[config.mk]
export PLATFORM = sky130hd
export DESIGN_NAME = ringbuf_wr_ctrl_flat
export DESIGN_NICKNAME = d
export VERILOG_FILES = /design/src/rtl/ringbuf_wr_ctrl_pkg.sv /design/src/rtl/ringbuf_wr_ctrl_if.sv /design/src/rtl/ringbuf_wr_ctrl.sv /design/src/flat_wrapper.sv
export SDC_FILE = /design/constraint.sdc
export NUM_CORES = 1
export LEC_CHECK = 0
export ABC_CLOCK_PERIOD_IN_PS = 3800
export BUFFER_PORTS_ARGS = -buffer_cell sky130_fd_sc_hd__buf_2
export CORE_MARGIN = 1
export CORE_UTILIZATION = 55
export DETAILED_ROUTE_END_ITERATION = 6
export PLACE_DENSITY_LB_ADDON = 0.08
export SLEW_MARGIN = 5
export SYNTH_ARGS = -nofsm -noshare
export SYNTH_HDL_FRONTEND = slang
export SYNTH_SLANG_ARGS = --single-unit
[constraint.sdc]
create_clock -name clk_i -period 3.8 [get_ports clk_i]
set_input_delay 0.57 -clock clk_i [delete_from_list [all_inputs] [get_ports clk_i]]
set_output_delay 0.57 -clock clk_i [all_outputs]
set_load 0.005 [all_outputs]
[src/rtl/ringbuf_wr_ctrl_pkg.sv]
// Shared constants, FSM state type and slot-geometry helpers for the ring-buffer
// write controller and its interface.
package ringbuf_pkg;

    localparam int SAMPLE_W = 12;
    localparam int N_CHAN   = 16;

    typedef enum logic [1:0] {
        ST_IDLE = 2'd0,
        ST_FILL = 2'd1,
        ST_DROP = 2'd2
    } wr_state_e;

    // One event holds every channel's samples back to back.
    function automatic int evt_words(input int samples);
        return N_CHAN * samples;
    endfunction

    function automatic int nslots(input int addr_w, input int samples);
        return (1 << addr_w) / evt_words(samples);
    endfunction

endpackage

[src/rtl/ringbuf_wr_ctrl_if.sv]
// Handshake and status bundle between the sample transfer stage / readout and
// the ring-buffer write controller.
interface ringbuf_wr_ctrl_if #(
    parameter int ADDR_W  = 11,
    parameter int SAMPLES = 8
);
    localparam int NSLOTS = ringbuf_pkg::nslots(ADDR_W, SAMPLES);
    localparam int NOCC_W = $clog2(NSLOTS) + 1;

    logic                          wren;
    logic [ringbuf_pkg::SAMPLE_W-1:0] din;
    logic                          evt_ack;
    logic                          rd_done;

    logic                          rb_we;
    logic [ADDR_W-1:0]             rb_waddr;
    logic [ringbuf_pkg::SAMPLE_W-1:0] rb_wdata;
    logic                          evt_avail;
    logic [ADDR_W-1:0]             evt_base;
    logic                          full;
    logic [NOCC_W-1:0]             n_occ;
    logic [7:0]                    ovfl_cnt;
    logic                          seq_err;

    // Master drives samples and readout handshakes; slave is the controller.
    modport master (
        output wren, din, evt_ack, rd_done,
        input  rb_we, rb_waddr, rb_wdata, evt_avail, evt_base,
               full, n_occ, ovfl_cnt, seq_err
    );

    modport slave (
        input  wren, din, evt_ack, rd_done,
        output rb_we, rb_waddr, rb_wdata, evt_avail, evt_base,
               full, n_occ, ovfl_cnt, seq_err
    );

endinterface

[src/rtl/ringbuf_wr_ctrl.sv]
// Writes fixed-size sample events into a slotted ring buffer, announces complete
// events to the readout and tracks slot occupancy, drops and handshake errors.
module ringbuf_wr_ctrl
    import ringbuf_pkg::*;
#(
    parameter int ADDR_W  = 11,
    parameter int SAMPLES = 8
) (
    input logic               clk_i,
    input logic               rst_n_i,
    ringbuf_wr_ctrl_if.slave  bus
);

    localparam int EVT_WORDS = evt_words(SAMPLES);
    localparam int NSLOTS    = nslots(ADDR_W, SAMPLES);
    localparam int OFF_W     = $clog2(EVT_WORDS);
    localparam int SLOT_W    = $clog2(NSLOTS);
    localparam int NOCC_W    = SLOT_W + 1;

    localparam logic [OFF_W-1:0]  OFF_LAST  = OFF_W'(EVT_WORDS - 1);
    localparam logic [OFF_W-1:0]  OFF_ONE   = OFF_W'(1);
    localparam logic [NOCC_W-1:0] NSLOTS_V  = NOCC_W'(NSLOTS);
    localparam logic [NOCC_W-1:0] CNT_ONE   = NOCC_W'(1);

    wr_state_e               state_q,    state_d;
    logic [SLOT_W-1:0]       wr_slot_q,  wr_slot_d;
    logic [OFF_W-1:0]        offset_q,   offset_d;
    logic [SLOT_W-1:0]       ann_ptr_q,  ann_ptr_d;
    logic [NOCC_W-1:0]       n_occ_q,    n_occ_d;
    logic [NOCC_W-1:0]       n_ready_q,  n_ready_d;
    logic [NOCC_W-1:0]       n_acked_q,  n_acked_d;
    logic [7:0]              ovfl_q,     ovfl_d;
    logic                    seq_err_q,  seq_err_d;
    logic                    rb_we_q,    rb_we_d;
    logic [ADDR_W-1:0]       rb_waddr_q, rb_waddr_d;
    logic [SAMPLE_W-1:0]     rb_wdata_q, rb_wdata_d;

    logic                    alloc;
    logic                    mark_ready;
    logic                    ack_ok;
    logic                    free_slot;

    // Write-side FSM: framing is purely by WREN word count.
    always_comb begin
        state_d    = state_q;
        wr_slot_d  = wr_slot_q;
        offset_d   = offset_q;
        ovfl_d     = ovfl_q;
        rb_we_d    = 1'b0;
        rb_waddr_d = rb_waddr_q;
        rb_wdata_d = rb_wdata_q;
        alloc      = 1'b0;
        mark_ready = 1'b0;

        case (state_q)
            ST_IDLE: begin
                if (bus.wren) begin
                    offset_d = OFF_ONE;
                    if (n_occ_q < NSLOTS_V) begin
                        alloc      = 1'b1;
                        rb_we_d    = 1'b1;
                        rb_waddr_d = {wr_slot_q, {OFF_W{1'b0}}};
                        rb_wdata_d = bus.din;
                        state_d    = ST_FILL;
                    end else begin
                        if (ovfl_q != 8'hFF) begin
                            ovfl_d = ovfl_q + 8'd1;
                        end
                        state_d = ST_DROP;
                    end
                end
            end

            ST_FILL: begin
                if (bus.wren) begin
                    rb_we_d    = 1'b1;
                    rb_waddr_d = {wr_slot_q, offset_q};
                    rb_wdata_d = bus.din;
                    offset_d   = offset_q + OFF_ONE;
                    if (offset_q == OFF_LAST) begin
                        mark_ready = 1'b1;
                        wr_slot_d  = wr_slot_q + SLOT_W'(1);
                        state_d    = ST_IDLE;
                    end
                end
            end

            ST_DROP: begin
                if (bus.wren) begin
                    offset_d = offset_q + OFF_ONE;
                    if (offset_q == OFF_LAST) begin
                        state_d = ST_IDLE;
                    end
                end
            end

            default: begin
                state_d = ST_IDLE;
            end
        endcase
    end

    // Readout handshakes act on registered counts, so a slot freed this cycle
    // only becomes allocatable next cycle.
    always_comb begin
        ack_ok    = bus.evt_ack && (n_ready_q != '0);
        free_slot = bus.rd_done && (n_acked_q != '0);
        ann_ptr_d = ack_ok ? (ann_ptr_q + SLOT_W'(1)) : ann_ptr_q;
        seq_err_d = seq_err_q | (bus.rd_done & (n_acked_q == '0));

        n_ready_d = n_ready_q;
        case ({mark_ready, ack_ok})
            2'b10:   n_ready_d = n_ready_q + CNT_ONE;
            2'b01:   n_ready_d = n_ready_q - CNT_ONE;
            default: n_ready_d = n_ready_q;
        endcase

        n_acked_d = n_acked_q;
        case ({ack_ok, free_slot})
            2'b10:   n_acked_d = n_acked_q + CNT_ONE;
            2'b01:   n_acked_d = n_acked_q - CNT_ONE;
            default: n_acked_d = n_acked_q;
        endcase

        n_occ_d = n_occ_q;
        case ({alloc, free_slot})
            2'b10:   n_occ_d = n_occ_q + CNT_ONE;
            2'b01:   n_occ_d = n_occ_q - CNT_ONE;
            default: n_occ_d = n_occ_q;
        endcase
    end

    always_ff @(posedge clk_i or negedge rst_n_i) begin
        if (!rst_n_i) begin
            state_q    <= ST_IDLE;
            wr_slot_q  <= '0;
            offset_q   <= '0;
            ann_ptr_q  <= '0;
            n_occ_q    <= '0;
            n_ready_q  <= '0;
            n_acked_q  <= '0;
            ovfl_q     <= '0;
            seq_err_q  <= 1'b0;
            rb_we_q    <= 1'b0;
            rb_waddr_q <= '0;
            rb_wdata_q <= '0;
        end else begin
            state_q    <= state_d;
            wr_slot_q  <= wr_slot_d;
            offset_q   <= offset_d;
            ann_ptr_q  <= ann_ptr_d;
            n_occ_q    <= n_occ_d;
            n_ready_q  <= n_ready_d;
            n_acked_q  <= n_acked_d;
            ovfl_q     <= ovfl_d;
            seq_err_q  <= seq_err_d;
            rb_we_q    <= rb_we_d;
            rb_waddr_q <= rb_waddr_d;
            rb_wdata_q <= rb_wdata_d;
        end
    end

    assign bus.rb_we     = rb_we_q;
    assign bus.rb_waddr  = rb_waddr_q;
    assign bus.rb_wdata  = rb_wdata_q;
    assign bus.evt_avail = (n_ready_q != '0);
    assign bus.evt_base  = {ann_ptr_q, {OFF_W{1'b0}}};
    assign bus.full      = (n_occ_q == NSLOTS_V);
    assign bus.n_occ     = n_occ_q;
    assign bus.ovfl_cnt  = ovfl_q;
    assign bus.seq_err   = seq_err_q;

endmodule

[src/flat_wrapper.sv]
// flat-port wrapper written by rule: the top's interface ports become plain ports
module ringbuf_wr_ctrl_flat import ringbuf_pkg::*;
#(
    parameter int ADDR_W  = 11,
    parameter int SAMPLES = 8
)
  (clk_i, rst_n_i, bus_wren, bus_din, bus_evt_ack, bus_rd_done, bus_rb_we, bus_rb_waddr, bus_rb_wdata, bus_evt_avail, bus_evt_base, bus_full, bus_n_occ, bus_ovfl_cnt, bus_seq_err);
  ringbuf_wr_ctrl_if #(.ADDR_W(ADDR_W), .SAMPLES(SAMPLES)) bus_i ();
  input logic clk_i;
  input logic rst_n_i;
  input wire logic [$bits(bus_i.wren)-1:0] bus_wren;
  input wire logic [$bits(bus_i.din)-1:0] bus_din;
  input wire logic [$bits(bus_i.evt_ack)-1:0] bus_evt_ack;
  input wire logic [$bits(bus_i.rd_done)-1:0] bus_rd_done;
  output wire logic [$bits(bus_i.rb_we)-1:0] bus_rb_we;
  output wire logic [$bits(bus_i.rb_waddr)-1:0] bus_rb_waddr;
  output wire logic [$bits(bus_i.rb_wdata)-1:0] bus_rb_wdata;
  output wire logic [$bits(bus_i.evt_avail)-1:0] bus_evt_avail;
  output wire logic [$bits(bus_i.evt_base)-1:0] bus_evt_base;
  output wire logic [$bits(bus_i.full)-1:0] bus_full;
  output wire logic [$bits(bus_i.n_occ)-1:0] bus_n_occ;
  output wire logic [$bits(bus_i.ovfl_cnt)-1:0] bus_ovfl_cnt;
  output wire logic [$bits(bus_i.seq_err)-1:0] bus_seq_err;
  assign bus_i.wren = bus_wren;
  assign bus_i.din = bus_din;
  assign bus_i.evt_ack = bus_evt_ack;
  assign bus_i.rd_done = bus_rd_done;
  assign bus_rb_we = bus_i.rb_we;
  assign bus_rb_waddr = bus_i.rb_waddr;
  assign bus_rb_wdata = bus_i.rb_wdata;
  assign bus_evt_avail = bus_i.evt_avail;
  assign bus_evt_base = bus_i.evt_base;
  assign bus_full = bus_i.full;
  assign bus_n_occ = bus_i.n_occ;
  assign bus_ovfl_cnt = bus_i.ovfl_cnt;
  assign bus_seq_err = bus_i.seq_err;
  ringbuf_wr_ctrl #(.ADDR_W(ADDR_W), .SAMPLES(SAMPLES)) u_core (.clk_i(clk_i), .rst_n_i(rst_n_i), .bus(bus_i));
endmodule
==> summary by stage, run 1 <==
Outcome
The run finished with clean final reports.

CTS
The later pin in the worst-skew pair is clocked with a latency of 340 ps. The clock slew at the register clock pins of the worst setup and hold paths is 80 ps. The count of cells resized by post-cts repair is 0. The clock tree buffer depth is 2. The total clock buffers created by CTS is 9. The number of clock sinks is 65.

In this run, post-CTS hold repair placed 0 buffers. The root buffer cell chosen for the clock tree is sky130_fd_sc_hd__clkbuf_8. In this run the number of H-tree levels came out at 3.

The clock tree from TritonCTS is built. Once the clock tree was built, the setup fixing pass inserted 0 buffers.

STA
In the final timing run, aggregate negative setup slack is 0 ps. Dividing the final minimum period by the clock period gives 75.2%. The maximum achievable frequency is 0.350 GHz. The remaining max-slew budget at the tightest pin is 46.6%. The count of final hold-check violations is 0.

The number of pins with negative max-slew slack in the final report is 0. Setup violations remaining at the end of the flow were counted as 0. The measured slew at the worst slew-check pin is 801 ps.

Counting I/O delays and the setup requirement, the final critical path takes 2860 ps. Setup repair after global routing left no endpoint under its margin. The clock arrives with 8.88 ps of skew.

Logic synthesis
The number of register bits inferred by synthesis is 65. The average cell area after synthesis is 10.7 um2. The most common flop cell mapped by yosys is sky130_fd_sc_hd__dfrtp_1. By area the synthesized netlist is led by sky130_fd_sc_hd__dfrtp_1 48%, sky130_fd_sc_hd__ha_1 6.7%, sky130_fd_sc_hd__mux2_2 6.7%, sky130_fd_sc_hd__nand2_1 4.4%, sky130_fd_sc_hd__o21ai_0 3.6%. The proportion of synthesized chip area in sequential cells is 48.3%.

The number of different library cells used by synthesis comes to 50. The proportion of register bits with asynchronous set or reset after synthesis is 100%. The count of flip-flops with a built-in enable after synthesis is 0. The Yosys warning count is 0. The share of synthesized area in the top cell type comes to 48.3%. Synthesis handed over a netlist of 313 instances. Summed over all instances, the cell type with the most area after synthesis is sky130_fd_sc_hd__dfrtp_1. Summing every instance area after synthesis gives 0.00336 mm2.

GRT
The final global-route overflow total is 0. The number of antenna violations at the first check in global routing is 0. Global routing used 21.4% of the available tracks across all layers. Entering global routing, the biggest net connects 37 pins. The number of global-route vias before repair was 2350. The global-route wire length before repair is 10500 um.

Routing
For this run, the detailed router's first-pass iteration total came to 4. The detail route stage leaves a number of antenna-violating nets equal to 0. In the routed design, unresolved DRC markers number 0.

The routed layout has 2423 vias. The iteration-0 DRC count of the detailed router is 130. Using the TritonRoute via totals, the vias-per-cell ratio works out to 5.31. The routed length per instance is 13.7 um. The final layout contains routed wiring with a total length of 6230 um.

Die
The core area is 0.00592 mm2. The width of the chip is 80.2 um. The die outline height is 80.2 um. The starting density of the core is 56.8%. The number of standard-cell rows in the floorplan is 28. The die covers 0.00643 mm2. The number of primary I/O pins is 68.

Placed design
The detailed placer's ending HPWL is 4470 um. The number of input and output port buffers inserted is 60. The weighted congestion reported at the end of routability-driven placement is 0.848.

The number of cells after detailed placement is 440.

Critical path
The worst path arrival time is 3050 ps. Along the worst path, the maximum fanout reaches 8. STA classifies the critical path startpoint as a flip-flop. The kind of critical path is reg -> reg. The data required time at the worst endpoint is 3990 ps. The kind of end point of the critical path is a flip-flop.

Cells and area
The count of non-filler cells in the finished layout is 456. The antenna diode count is 0. The final standard cell utilization of the core is 66.9%. The number of nets in the finished design is 414.

The area growth from synthesis to final layout is 17.7%. In the final layout, the share of cells above drive strength 1 is 28.1%.

Pwr
For this design the static power due to leakage is 1.93 nW. Across the VDD grid, the largest voltage drop is 0.000482 V. The total power per unit cell area is 804 mW/mm2. Overall power consumption after layout is estimated at 3.19 mW.

Min path
The min-delay analysis places its worst path in the category in -> async.

Job
The number of max-capacitance violations reported is 0.
[state kept, by name, summed over array words and instances, names as in the netlist]
| register | count |
|---|---|
| u_core.ann_ptr_q | 4 |
| u_core.bus.rb_waddr | 11 |
| u_core.n_ready_q | 5 |
| u_core.state_q | 2 |
| u_core.bus.rb_wdata | 12 |
| u_core.bus.n_occ | 5 |
| u_core.bus.ovfl_cnt | 8 |
| u_core.bus.seq_err | 1 |
| u_core.wr_slot_q | 4 |
| u_core.bus.rb_we | 1 |
| u_core.offset_q | 7 |
| u_core.n_acked_q | 5 |
[routing by layer]
| metal | GRT usage [%] | vias up | part of all wire, % |
|---|---|---|---|
| met5 | 0 | - | 0 |
| li1 | - | 1213 | - |
| met1 | 27.2 | 1145 | 47 |
| met2 | 35.6 | 59 | 49 |
| met3 | 4.55 | 6 | 3.3 |
| met4 | 8.57 | 0 | 0.98 |
[critical path, stage by stage (launching register included)]
cell and delay, ps:
sky130_fd_sc_hd__dfrtp_1 430, sky130_fd_sc_hd__or4_4 550, sky130_fd_sc_hd__o21ai_4 210, sky130_fd_sc_hd__ha_1 340
sky130_fd_sc_hd__ha_1 310, sky130_fd_sc_hd__nor2b_1 160, sky130_fd_sc_hd__or4_1 480, sky130_fd_sc_hd__nand3_1 90
sky130_fd_sc_hd__o311ai_0 130
[report_power, final]
| group | total [mW] | switching (mW) | internal (mW) |
|---|---|---|---|
| Clock | 0.721 | 0.277 | 0.444 |
| Sequential | 1.18 | 0.226 | 0.951 |
| Combinational | 1.29 | 0.658 | 0.630 |
[cells by family (layout without fill, tap and decap cells)]
| family | count (synthesis) | count (layout) | share of synthesized area (%) |
|---|---|---|---|
| buf+inv | 31 | 93 | 4.39 |
| simple gates | 93 | 93 | 14.7 |
| fa+ha+maj | 21 | 21 | 8.48 |
| compound gates | 58 | 58 | 10.8 |
| other cells | 1 | 7 | 0.111 |
| mux | 25 | 25 | 8.22 |
| xor+xnor | 19 | 19 | 4.95 |
| flops | 65 | 65 | 48.3 |
[synthesized netlist by cell type, types with 4 or more instances]
cell type and count:
sky130_fd_sc_hd__a31oi_1 4, sky130_fd_sc_hd__nor2b_1 8, sky130_fd_sc_hd__xor2_1 10, sky130_fd_sc_hd__xnor2_1 9
sky130_fd_sc_hd__a21oi_1 9, sky130_fd_sc_hd__clkbuf_1 6, sky130_fd_sc_hd__o21ai_0 24, sky130_fd_sc_hd__inv_1 14
sky130_fd_sc_hd__nand2_1 39, sky130_fd_sc_hd__mux2_2 20, sky130_fd_sc_hd__ha_1 18, sky130_fd_sc_hd__nand3_1 10
sky130_fd_sc_hd__buf_4 7, sky130_fd_sc_hd__nor2_1 6, sky130_fd_sc_hd__dfrtp_1 65, sky130_fd_sc_hd__buf_2 4
sky130_fd_sc_hd__mux2i_1 4
[cell type report]
class / instances / area (um2)
Fill cell: 472 / 1960
Clock buffer: 9 / 124
Timing Repair Buffer: 63 / 323
Multi-Input combinational cell: 223 / 1620
Inverter: 14 / 52.6
Clock inverter: 7 / 125
Sequential cell: 65 / 1630
Tap cell: 75 / 93.8
[metrics by stage]
step | instance area, um2 | worst slack, ps | hold WS (ps)
final | 3960 | 942 | 316
after CTS | 3960 | 969 | 345
after global placement | 3710 | 1040 | 454
after global routing | 3960 | 703 | 376
after floorplan | 3390 | 1160 | 274
after detailed placement | 3710 | 975 | 443
[path summary, 6_finish.rpt]
kind	depth (start not counted)	endpoint	slack, ps	from
max reg2reg	8	u_core.n_acked_q[4]	940	u_core.n_ready_q[0]
min in group clk_i	2	u_core.bus.seq_err	460	bus_rd_done
max in group asynchronous	2	u_core.n_ready_q[4]	2750	rst_n_i
min	1	u_core.bus.ovfl_cnt[3]	320	rst_n_i
min reg2reg	1	u_core.bus.seq_err	460	u_core.bus.seq_err
max	8	u_core.n_acked_q[4]	940	u_core.n_ready_q[0]
[placed cells by master, fill, tap and decap left out, drive strengths merged, types with 2 or more instances in the layout]
| master | count |
|---|---|
| dfrtp | 65 |
| buf | 63 |
| nand2 | 39 |
| o21ai | 27 |
| mux2 | 21 |
| ha | 18 |
| inv | 17 |
| nand3 | 10 |
| xor2 | 10 |
| xnor2 | 9 |
| a21oi | 9 |
| clkbuf | 9 |
| nor2b | 8 |
| conb | 7 |
| nor2 | 6 |
| a31oi | 4 |
| mux2i | 4 |
| or4 | 4 |
| a21o | 4 |
| and3 | 4 |
| and4 | 3 |
| nand4 | 3 |
| o21a | 3 |
| nand2b | 3 |
| o311ai | 3 |
| fa | 3 |
| bufinv | 3 |
| nor3 | 3 |
| nand3b | 2 |
| nor3b | 2 |
| o2111ai | 2 |
Note: power is estimated with default switching activity, not from simulation.
==> run 2: changes to the inputs <==
ABC_CLOCK_PERIOD_IN_PS = 2500   (was 3800)
CORE_UTILIZATION = 50   (was 55)
clock period = 2.5 ns   (was 3.8 ns; I/O delays follow)
==> run 2 against run 1 <==
  * Non-clock buffer count increased by 29
  * Design area up 9.7%
  * Power increased by 68%
  * Critical endpoint is now u_core.bus.n_occ[3]
  * The run now ends with design-rule violations, negative setup slack left
  * First-iteration DRC count shrank 16%
==> summary by stage, run 2 (synthesized netlist as in run 1, its figures left out) <==
Critical path
Data arrives at the worst endpoint at 2720 ps. The critical-path cell with the highest stage delay is sky130_fd_sc_hd__or4_4. The data required time at the worst endpoint is 2720 ps. The end of the worst register-to-register path is u_core.bus.n_occ[3].

The number of cells on the worst reg-to-reg path is 10. The maximum fanout along the worst path is 6. The critical path goes through or4_4 -> nor2_4 -> nor2b_4 -> ha_4 -> buf_4 -> ha_1 -> a21o_1 -> a21oi_2 -> xor2_1 -> o21ai_0. STA classifies the critical path startpoint as a flip-flop. Following the worst setup path forward leads to its endpoint at u_core.bus.n_occ[3].

The kind of critical path is reg -> reg. The startpoint identified for the worst register-to-register timing path is u_core.n_acked_q[2]. The worst register-to-register path has a setup slack of -5 ps.

The largest single stage delay on the critical path is 560 ps. The kind of end point of the critical path is a flip-flop. The launch point of the worst path is u_core.n_acked_q[2].

Routing
The via count of the routed design is 2562. After detailed routing, the average wire length per cell comes to 14.0 um. The vias per cell is 5.27. The routed wire length is 6780 um.

In the routed design, unresolved DRC markers number 10. The count of TritonRoute iterations in the first routing pass is 7. The iteration-0 DRC count of the detailed router is 109.

The number of nets with antenna violations after detailed routing is 0.

Die
68 I/O pins were placed. The floorplan has 29 rows. The die outline area is 0.00706 mm2. Measured along the y axis, the die boundary spans 84.0 um.

In this run the horizontal extent of the chip is 84.0 um. The core region is 0.00642 mm2. Once the floorplan was initialized, standard cells occupied 52.4% of the core.

Cells and area
The area growth from synthesis to final layout is 29.2%. The top cell types in the final layout, fill and taps aside, are 65 x sky130_fd_sc_hd__dfrtp_1, 60 x sky130_fd_sc_hd__buf_2, 39 x sky130_fd_sc_hd__nand2_1, 31 x sky130_fd_sc_hd__buf_4, 23 x sky130_fd_sc_hd__o21ai_0. The number of nets in the finished design is 443. Counting the fill cells in the layout gives 498. Cells fill 67.7% of the core in the end.

The flip-flop count of the largest register after layout is 12. The antenna diode count is 0. Leaving out fill and tap cells, the most frequent cell in the layout is sky130_fd_sc_hd__dfrtp_1. The count of non-filler cells in the finished layout is 486. The share of post-route cells with drive strength above 1 is 39.9%.

CTS
The count of hold-fix buffers inserted at cts is 0. Counting the buffers created by CTS gives 9. Counting every sink on the clock net gives 65.

After clock tree synthesis, the clock-pin slew on the worst setup and hold paths is 70 ps. The clock latency of the later-clocked register in the worst-skew pair is 340 ps. No sink is reached through more buffers than the 2 on the longest clock path. The CTS H-tree depth is 3. CTS placed an instance of sky130_fd_sc_hd__clkbuf_8 at the clock tree root.

TritonCTS built the clock tree.

STA
The shortest clock period the worst path allows after layout is 2510 ps. On the final layout, the worst hold slack is 40.8 ps. The remaining max-slew budget at the tightest pin is 63.1%. The setup-violating endpoint count in the final report is 1.

The count of final hold-check violations was 0. The measured slew at the worst slew-check pin is 550 ps. The final critical path takes up 100% of the cycle. Derived from the worst setup path, the maximum achievable clock frequency is 0.399 GHz. The setup total negative slack is -5.39 ps.

The final worst setup slack is -5.39 ps. Setup repair after global routing could not meet its margin everywhere. The setup skew after layout is 5.04 ps.

The number of pins with negative max-slew slack in the final report is 0.

Outcome
The checks that failed: design-rule violations, negative setup slack. The flow ran to the end, but the final reports show violations.

Placed design
After detailed placement, the design holds a cell count of 465. Port buffering added 60 buffers. Before CTS, the worst setup slack after placement is -100 ps.

The weighted congestion reported at the end of routability-driven placement is 0.751. The detailed placer's ending HPWL is 4510 um.

Pwr
The total power per unit cell area is 1230 mW/mm2. In this run the static leakage power is 2.08 nW. The worst-case vdd ir drop is 0.000769 V.

GRT
The pin count of the biggest net entering global routing is 66. The first global-routing pass estimated 11100 um of wire. The number of global-route vias before repair came to 2370. The final global-route overflow total is 0. The all-layer global routing usage is 20.2%. The number of antenna violations at the first check in global routing is 0.

Min path
The min-delay analysis places its worst path in the category in -> async.

Job
The number of max-capacitance violations reported is 0.
==> run 2: cell types whose count changed in the layout (fill, tap and decap cells not counted), sizes merged <==
cell / before / now
bufinv: 3 / 2
inv: 17 / 14
buf: 63 / 92
clkbuf: 9 / 12
==> run 2: where the power goes <==
part           internal, mW  switching [mW]  total [mW]
clock network         0.583           0.393       0.976
registers              1.45           0.303        1.75
logic                  1.38            1.24        2.61
==> run 2: worst min-delay path by stage <==
stage / end / slack (ps) / depth (start not counted)
after CTS: u_core.bus.rb_wdata[0] / 50 / 2
after floorplan: u_core.ann_ptr_q[0] / 80 / 0
after global routing: u_core.bus.rb_wdata[0] / 60 / 2
after global placement: u_core.bus.rb_wdata[0] / 420 / 2
final: u_core.bus.rb_wdata[0] / 40 / 2
after detailed placement: u_core.bus.rb_wdata[0] / 420 / 2
==> run 2: cell type report <==
class	count	area, um2	area share, %
Timing Repair Buffer	92	553	12.7
Clock buffer	12	145	3.34
Sequential cell	65	1630	37.4
Tap cell	77	96.3	2.22
Clock inverter	3	65.1	1.50
Multi-Input combinational cell	223	1810	41.6
Inverter	14	52.6	1.21
==> run 2: metrics by stage <==
step / cell area, um2 / power [mW]
detailed placement: 3960 / 4.08
finish: 4350 / 5.34
floorplan: 3440 / 3.21
CTS: 4230 / 5.18
global placement: 3960 / 4.01
global route: 4350 / 5.76
==> run 2: critical path, delay by kind of cell (launching register included) <==
family	cells	cell delay [ps]
flops	1	390
compound gates	3	460
fa+ha+maj	2	450
simple gates	3	790
xor+xnor	1	170
buf+inv	1	130
==> run 2: routing by layer <==
layer  global-route usage (%)  up-vias  part of all wire [%]
li1                         -     1264                     -
met1                     27.8     1229                    49
met2                     30.3       56                    46
met3                     4.06       13                   3.5
met4                     10.3        0                   2.0
met5                        0        -                     0
==> run 2: repair_timing <==
action                     4_1_cts  5_1_grt
gates resized for setup         11       20
pin swaps                        5       12
setup endpoints to repair        4        4
buffers inserted                 1        5
